==> src/rtl/datapath_mc.sv <==
// datapath_mc: parametrised multi-cycle CPU datapath with register file,
// Pc/Sp/Lr/Ir/AluOut, a flag-producing ALU and a muxed req/ack memory port.
// All architectural writes freeze while a memory access is outstanding.
// Optional feature macro: DP_FLAGS_REG_EN -- when defined, Flags is a register
// loaded together with AluOut; otherwise Flags follows the live ALU result.
module datapath_mc #(
  parameter int WIDTH = 16,
  parameter int NREGS = 8,
  parameter int IMM_W = 8,
  parameter logic [WIDTH-1:0] SP_INIT = '1,
  localparam int RW = $clog2(NREGS)
) (
  input  logic             clock,
  input  logic             reset,
  input  logic [2:0]       alu_op,
  input  logic [1:0]       op1_sel,
  input  logic             op2_sel,
  input  logic [RW-1:0]    rs1,
  input  logic [RW-1:0]    rs2,
  input  logic [RW-1:0]    rw,
  input  logic [IMM_W-1:0] imm,
  input  logic             reg_we,
  input  logic             wd_sel,
  input  logic [1:0]       pc_sel,
  input  logic             pc_we,
  input  logic             sp_we,
  input  logic             lr_we,
  input  logic             alu_we,
  input  logic             ir_we,
  input  logic [1:0]       mem_op,
  input  logic             addr_sel,
  output logic [WIDTH-1:0] mem_addr,
  output logic [WIDTH-1:0] mem_wdata,
  output logic             mem_rd,
  output logic             mem_wr,
  input  logic             mem_ack,
  input  logic [WIDTH-1:0] mem_rdata,
  output logic             busy,
  output logic [WIDTH-1:0] ir,
  output logic [3:0]       flags
);

  typedef enum logic {IDLE, ACCESS} state_t;

  state_t           state;
  logic [WIDTH-1:0] regs [NREGS];
  logic [WIDTH-1:0] pc, sp, lr, aluout, memdata;
  logic [WIDTH-1:0] rd1, rd2, op1, op2, imm_ext;
  logic [WIDTH-1:0] alu_res, wdata, pc_in, pc_plus1;
  logic [WIDTH:0]   sum_ext, diff_ext;
  logic             alu_c, alu_v;
  logic [3:0]       alu_flags;

  assign rd1      = regs[rs1];
  assign rd2      = regs[rs2];
  assign imm_ext  = {{(WIDTH-IMM_W){imm[IMM_W-1]}}, imm};
  assign op2      = op2_sel ? rd2 : imm_ext;
  assign pc_plus1 = pc + {{(WIDTH-1){1'b0}}, 1'b1};
  assign wdata    = wd_sel ? memdata : alu_res;
  assign busy     = (state == ACCESS);
  assign sum_ext  = {1'b0, op1} + {1'b0, op2};
  assign diff_ext = {1'b0, op1} - {1'b0, op2};

  // Select the first ALU operand from the register file or a special register
  always_comb begin
    op1 = rd1;
    case (op1_sel)
      2'd0:    op1 = rd1;
      2'd1:    op1 = pc;
      2'd2:    op1 = sp;
      default: op1 = lr;
    endcase
  end

  // Next-Pc source; Pc+1 naturally wraps from all-ones to zero
  always_comb begin
    pc_in = pc_plus1;
    case (pc_sel)
      2'd0:    pc_in = pc_plus1;
      2'd1:    pc_in = aluout;
      2'd2:    pc_in = lr;
      default: pc_in = memdata;
    endcase
  end

  // ALU result plus carry/overflow; SUB carry means "no borrow"
  always_comb begin
    alu_res = '0;
    alu_c   = 1'b0;
    alu_v   = 1'b0;
    case (alu_op)
      3'd0: begin
        alu_res = sum_ext[WIDTH-1:0];
        alu_c   = sum_ext[WIDTH];
        alu_v   = (op1[WIDTH-1] == op2[WIDTH-1]) && (sum_ext[WIDTH-1] != op1[WIDTH-1]);
      end
      3'd1: begin
        alu_res = diff_ext[WIDTH-1:0];
        alu_c   = ~diff_ext[WIDTH];
        alu_v   = (op1[WIDTH-1] != op2[WIDTH-1]) && (diff_ext[WIDTH-1] != op1[WIDTH-1]);
      end
      3'd2: alu_res = op1 & op2;
      3'd3: alu_res = op1 | op2;
      3'd4: alu_res = op1 ^ op2;
      3'd5: alu_res = op2;
      3'd6: begin
        alu_res = {op1[WIDTH-2:0], 1'b0};
        alu_c   = op1[WIDTH-1];
      end
      default: begin
        alu_res = {1'b0, op1[WIDTH-1:1]};
        alu_c   = op1[0];
      end
    endcase
  end

  assign alu_flags = {(alu_res == '0), alu_res[WIDTH-1], alu_c, alu_v};

`ifdef DP_FLAGS_REG_EN
  logic [3:0] flags_q;

  // Capture flags together with AluOut so they describe the stored result
  always_ff @(posedge clock) begin
    if (reset)
      flags_q <= '0;
    else if (alu_we && !busy)
      flags_q <= alu_flags;
  end

  assign flags = flags_q;
`else
  assign flags = alu_flags;
`endif

  // Memory sequencer: accept in IDLE, hold strobes in ACCESS until acknowledged
  always_ff @(posedge clock) begin
    if (reset) begin
      state     <= IDLE;
      mem_addr  <= '0;
      mem_wdata <= '0;
      mem_rd    <= 1'b0;
      mem_wr    <= 1'b0;
      memdata   <= '0;
    end else begin
      case (state)
        IDLE: begin
          if (mem_op == 2'd1 || mem_op == 2'd2) begin
            mem_addr  <= addr_sel ? aluout : pc;
            mem_wdata <= rd2;
            mem_rd    <= (mem_op == 2'd1);
            mem_wr    <= (mem_op == 2'd2);
            state     <= ACCESS;
          end
        end
        default: begin
          if (mem_ack) begin
            if (mem_rd)
              memdata <= mem_rdata;
            mem_rd <= 1'b0;
            mem_wr <= 1'b0;
            state  <= IDLE;
          end
        end
      endcase
    end
  end

  // Architectural state; every enable is frozen while an access is outstanding
  always_ff @(posedge clock) begin
    if (reset) begin
      for (int i = 0; i < NREGS; i++)
        regs[i] <= '0;
      pc     <= '0;
      sp     <= SP_INIT;
      lr     <= '0;
      ir     <= '0;
      aluout <= '0;
    end else if (!busy) begin
      if (reg_we) regs[rw] <= wdata;
      if (pc_we)  pc       <= pc_in;
      if (sp_we)  sp       <= alu_res;
      if (lr_we)  lr       <= pc;
      if (alu_we) aluout   <= alu_res;
      if (ir_we)  ir       <= memdata;
    end
  end

endmodule
==> config.mk <==
export PLATFORM = sky130hd
export DESIGN_NAME = datapath_mc
export DESIGN_NICKNAME = d
export VERILOG_FILES = /design/src/rtl/datapath_mc.sv
export SDC_FILE = /design/constraint.sdc
export NUM_CORES = 1
export LEC_CHECK = 0
export ABC_CLOCK_PERIOD_IN_PS = 5100
export BUFFER_PORTS_ARGS = -buffer_cell sky130_fd_sc_hd__buf_2
export CAP_MARGIN = 5
export CORE_MARGIN = 4
export CORE_UTILIZATION = 60
export DETAILED_ROUTE_END_ITERATION = 12
export GPL_ROUTABILITY_DRIVEN = 1
export GPL_TIMING_DRIVEN = 0
export HOLD_SLACK_MARGIN = 0.06
export PLACE_DENSITY_LB_ADDON = 0.3
export SYNTH_ARGS = -nofsm -noshare
export SYNTH_HDL_FRONTEND = slang
export SYNTH_SLANG_ARGS = --single-unit
==> constraint.sdc <==
create_clock -name clock -period 5.1 [get_ports clock]
set_clock_uncertainty 0.15 [all_clocks]
set_input_delay 0 -clock clock [delete_from_list [all_inputs] [get_ports clock]]
set_output_delay 0 -clock clock [all_outputs]
set_load 0.02 [all_outputs]
==> impl_metrics.tcl <==
set metrics [dict create \
    crit_slowest_cell "mux4_2" \
    status "complete, but fails checks" \
    ir_worst_vdd_mv 0.327 \
    cp-start-kind "flop" \
    fin_ws_ns -0.192 \
    r2r_end "regs[6][11]$_SDFFCE_PN0P_" \
    p_int_mw 4.21 \
    power_frac_clock_pct 32.9 \
    grt-ovfl-total 0 \
    cts_buffer_depth 3 \
    rsz0062_at_grt "yes" \
    max_slew_margin_pct 25.0 \
    gp_congestion 1.00 \
    failed_checks "setup timing" \
    finalMaxSlewViolations 0 \
    rr_startpoint "regs[4][8]$_SDFFCE_PN0P_" \
    seq_area_frac_synth_pct 40.7 \
    routed_wl_um 60700 \
    pre_cts_ws_ns -1.42 \
    finalSetupViolCount 1 \
    drcViolationCount 0 \
    crit_path_start "regs[4][8]$_SDFFCE_PN0P_" \
    p_leak_nw 7.32 \
    rows 59 \
    critPathMaxStageDelay_ns 0.60 \
    grt_usage_pct 40.7 \
    cp-end-kind "output port" \
    synth_edf_count 128 \
    clkTransAtPathRegs_ns 0.07 \
    crit_type "reg2out" \
    crit_chain "mux4_2 -> mux2_4 -> mux4_2 -> ha_4 -> a21o_1 -> a221oi_2 -> o31a_1 -> xnor2_2 -> a211oi_2 -> o221ai_2 -> a21boi_4 -> and4b_1 -> nand4_1 -> nor4_4 -> buf_4" \
    place_hpwl_um 42700 \
    area_growth_pct 20.0 \
    tns_ns -0.192 \
    async_reset_ff_share_pct 0 \
    vias 15300 \
    syn_area_per_cell_um2 9.60 \
    min_period_ns 5.29 \
    power_frac_seq_pct 38.0 \
    ys_warn_count 0 \
    cts_root_buf "clkbuf_16" \
    hold_viol 0 \
    ys_ff_latch 259 \
    clkSinkCount 259 \
    grt_pass1_wl_um 89400 \
    required_ns 4.95 \
    grt_max_degree 17 \
    crit_end "flags[3]" \
    vias_per_cell 6.89 \
    grt_pass1_vias 14800 \
    synth_top_area_share_pct 24.2 \
    finalCritPeriodShare_pct 104 \
    synthFlopType "dfxtp_1" \
    holdPathStages 4 \
    tritoncts "yes" \
    core_area_mm2 0.0261 \
    fp.dieW_um 171 \
    cp_max_fo 5 \
    ant_nets 0 \
    p_switching_mw 2.10 \
    r2r.worst_path.cells 16 \
    h-tree-depth 1 \
    p_comb_share_pct 29.1 \
    die_h_um 171 \
    clkLatencyLatePin_ns 0.57 \
    antenna_found_initial 0 \
    ys_types 77 \
    r2r_slack_ns 0.02 \
    whs_ns 0.0985 \
    dieArea_mm2 0.0292 \
    synthCells 1656 \
    io_buffer_count 98 \
    drive_above_1_share_pct 21.4 \
    syn_nets 1765 \
    cp_common_cell "mux4_2" \
    io_pins 109 \
    worstPathArrival_ns 5.14 \
    synthTopCellsByArea "edfxtp_1 24%, dfxtp_1 16%, mux4_2 12%" \
    synth_top_area_cell "edfxtp_1" \
    routedWlPerCell_um 27.3 \
    drtPass1Iterations 7 \
    worstMarginPinSlew_ns 1.12 \
    layout.nets 1974 \
    hp-class "in2reg" \
    numCtsBuffers 27 \
    power_mw 6.32 \
    cap_violations 0 \
    clock.fmax_ghz 0.189 \
    switching_share_pct 33.3 \
    drt_iter0_markers 2430 \
    start_util_pct 61.0 \
    powerDensity_mw_per_mm2 331 \
    syn_area_mm2 0.0159 \
]
-- state kept, by name (all words and copies together) (netlist names) --
name / cells
mem_rd: 1
mem_addr: 16
regs: 128
aluout: 16
ir: 16
mem_wr: 1
mem_wdata: 16
lr: 16
busy: 1
sp: 16
pc: 16
memdata: 16
-- final cells by class --
class,count,area [um^2]
clock buffer,38,807
sequential,259,6470
clock inverter,12,138
timing repair buffer,185,1280
tap,335,419
inverter,66,248
antenna,1,2.50
multi-input combinational,1204,9180
buffer,122,531
fill,1887,6990
-- power by group through the flow --
| stage | combinational [mW] | sequential [mW] | clock, mW |
|---|---|---|---|
| 2_1_floorplan | 0.992 | 2.43 | 0 |
| 4_1_cts | 1.69 | 2.39 | 2.06 |
| 6_report | 1.84 | 2.40 | 2.08 |
| 3_3_place_gp | 1.49 | 2.42 | 0 |
| 5_1_grt | 1.93 | 2.41 | 2.16 |
| 3_5_place_dp | 1.50 | 2.43 | 0 |
-- placed cells by master, fill, tap and decap left out, types with 24 or more instances in the layout --
cell type	count
nor2_1	258
nand2_1	176
dfxtp_1	131
edfxtp_1	128
a21oi_1	121
buf_2	104
clkbuf_1	92
mux4_2	82
inv_1	63
dlygate4sd3_1	51
a211oi_1	49
mux2i_1	44
ha_1	44
buf_4	42
nor3_1	35
o21ai_0	29
nor2b_1	27
clkbuf_16	27
mux2_2	26
nand2b_1	25
nand3_1	24
-- cell usage after synthesis (all sizes together) (6+ instances only) --
library cell	instances
edfxtp	128
xnor2	22
a22oi	8
and3	10
nand3	27
o31ai	8
a21oi	130
inv	66
o21bai	9
and2	6
o211ai	8
buf	24
nand2b	25
a211o	14
nor3	36
nor2	260
a221oi	6
a21o	16
a211oi	54
mux4	82
mux2	29
o21ai	37
nand2	178
nor2b	29
dfxtp	131
o21a	8
mux2i	61
nor4	7
ha	54
clkbuf	103
-- through the flow --
stage          utilization, %  std cells  cell area (um^2)
6_report                 73.2       2222             19100
5_1_grt                  73.2       2221             19100
4_1_cts                  72.2       2211             18800
3_5_place_dp             64.5       2089             16800
3_3_place_gp             64.5       2089             16800
2_1_floorplan               -       1656             15900
-- per-layer routing --
metal / vias up / global-route usage, % / part of all wire, % / wire [um]
met5: - / 0 / 0 / 0
met4: 0 / 21.0 / 6.6 / 4030
met3: 321 / 10.2 / 14 / 8280
met2: 1330 / 63.7 / 45 / 27500
met1: 7240 / 52.7 / 34 / 20800
li1: 6409 / - / - / -
-- cells by family (layout without fill, tap and decap cells) --
logic type                 after synthesis  count (layout)  share of synthesized area, %
xor gates and xnor gates                27              27                          1.49
adders and majority gates               55              55                          4.38
DFF                                    259             259                          40.7
and+or+nand+nor                        602             602                          16.6
other                                    0               1                             0
buffers and inverters                  193             423                          4.74
AOI/OAI and AO/OA                      348             348                          14.5
muxes                                  172             172                          17.6
-- repair_timing --
| action | 4_1_cts | 5_1_grt |
|---|---|---|
| buffers inserted | 25 | 11 |
| gates resized for setup | 94 | 36 |
| hold endpoints to repair | 117 | 0 |
| endpoints found under the setup margin | 93 | 44 |
| pin swaps | 28 | 19 |
| hold buffers | 51 | 0 |
-- critical path, delay by kind of cell (launching register included) --
family / cells / cell delay, ns
muxes: 3 / 1.39
and+or+nand+nor: 3 / 0.84
xor gates and xnor gates: 1 / 0.09
AOI/OAI and AO/OA: 6 / 1.32
DFF: 1 / 0.42
adders and majority gates: 1 / 0.28
buffers and inverters: 1 / 0.21
-- how the worst min path moves through the flow --
stage	start	endpoint	slack, ns
6_report	reg_we	regs[3][11]$_SDFFCE_PN0P_	0.1
3_3_place_gp	mem_rdata[1]	memdata[1]$_SDFFE_PP0P_	0.10
3_5_place_dp	mem_rdata[1]	memdata[1]$_SDFFE_PP0P_	0.1
5_1_grt	mem_rdata[5]	memdata[5]$_SDFFE_PP0P_	0.11
2_1_floorplan	mem_rdata[0]	memdata[0]$_SDFFE_PP0P_	-0.01
4_1_cts	reg_we	regs[2][11]$_SDFFCE_PN0P_	0.07
(Power assumes the default switching activity.)
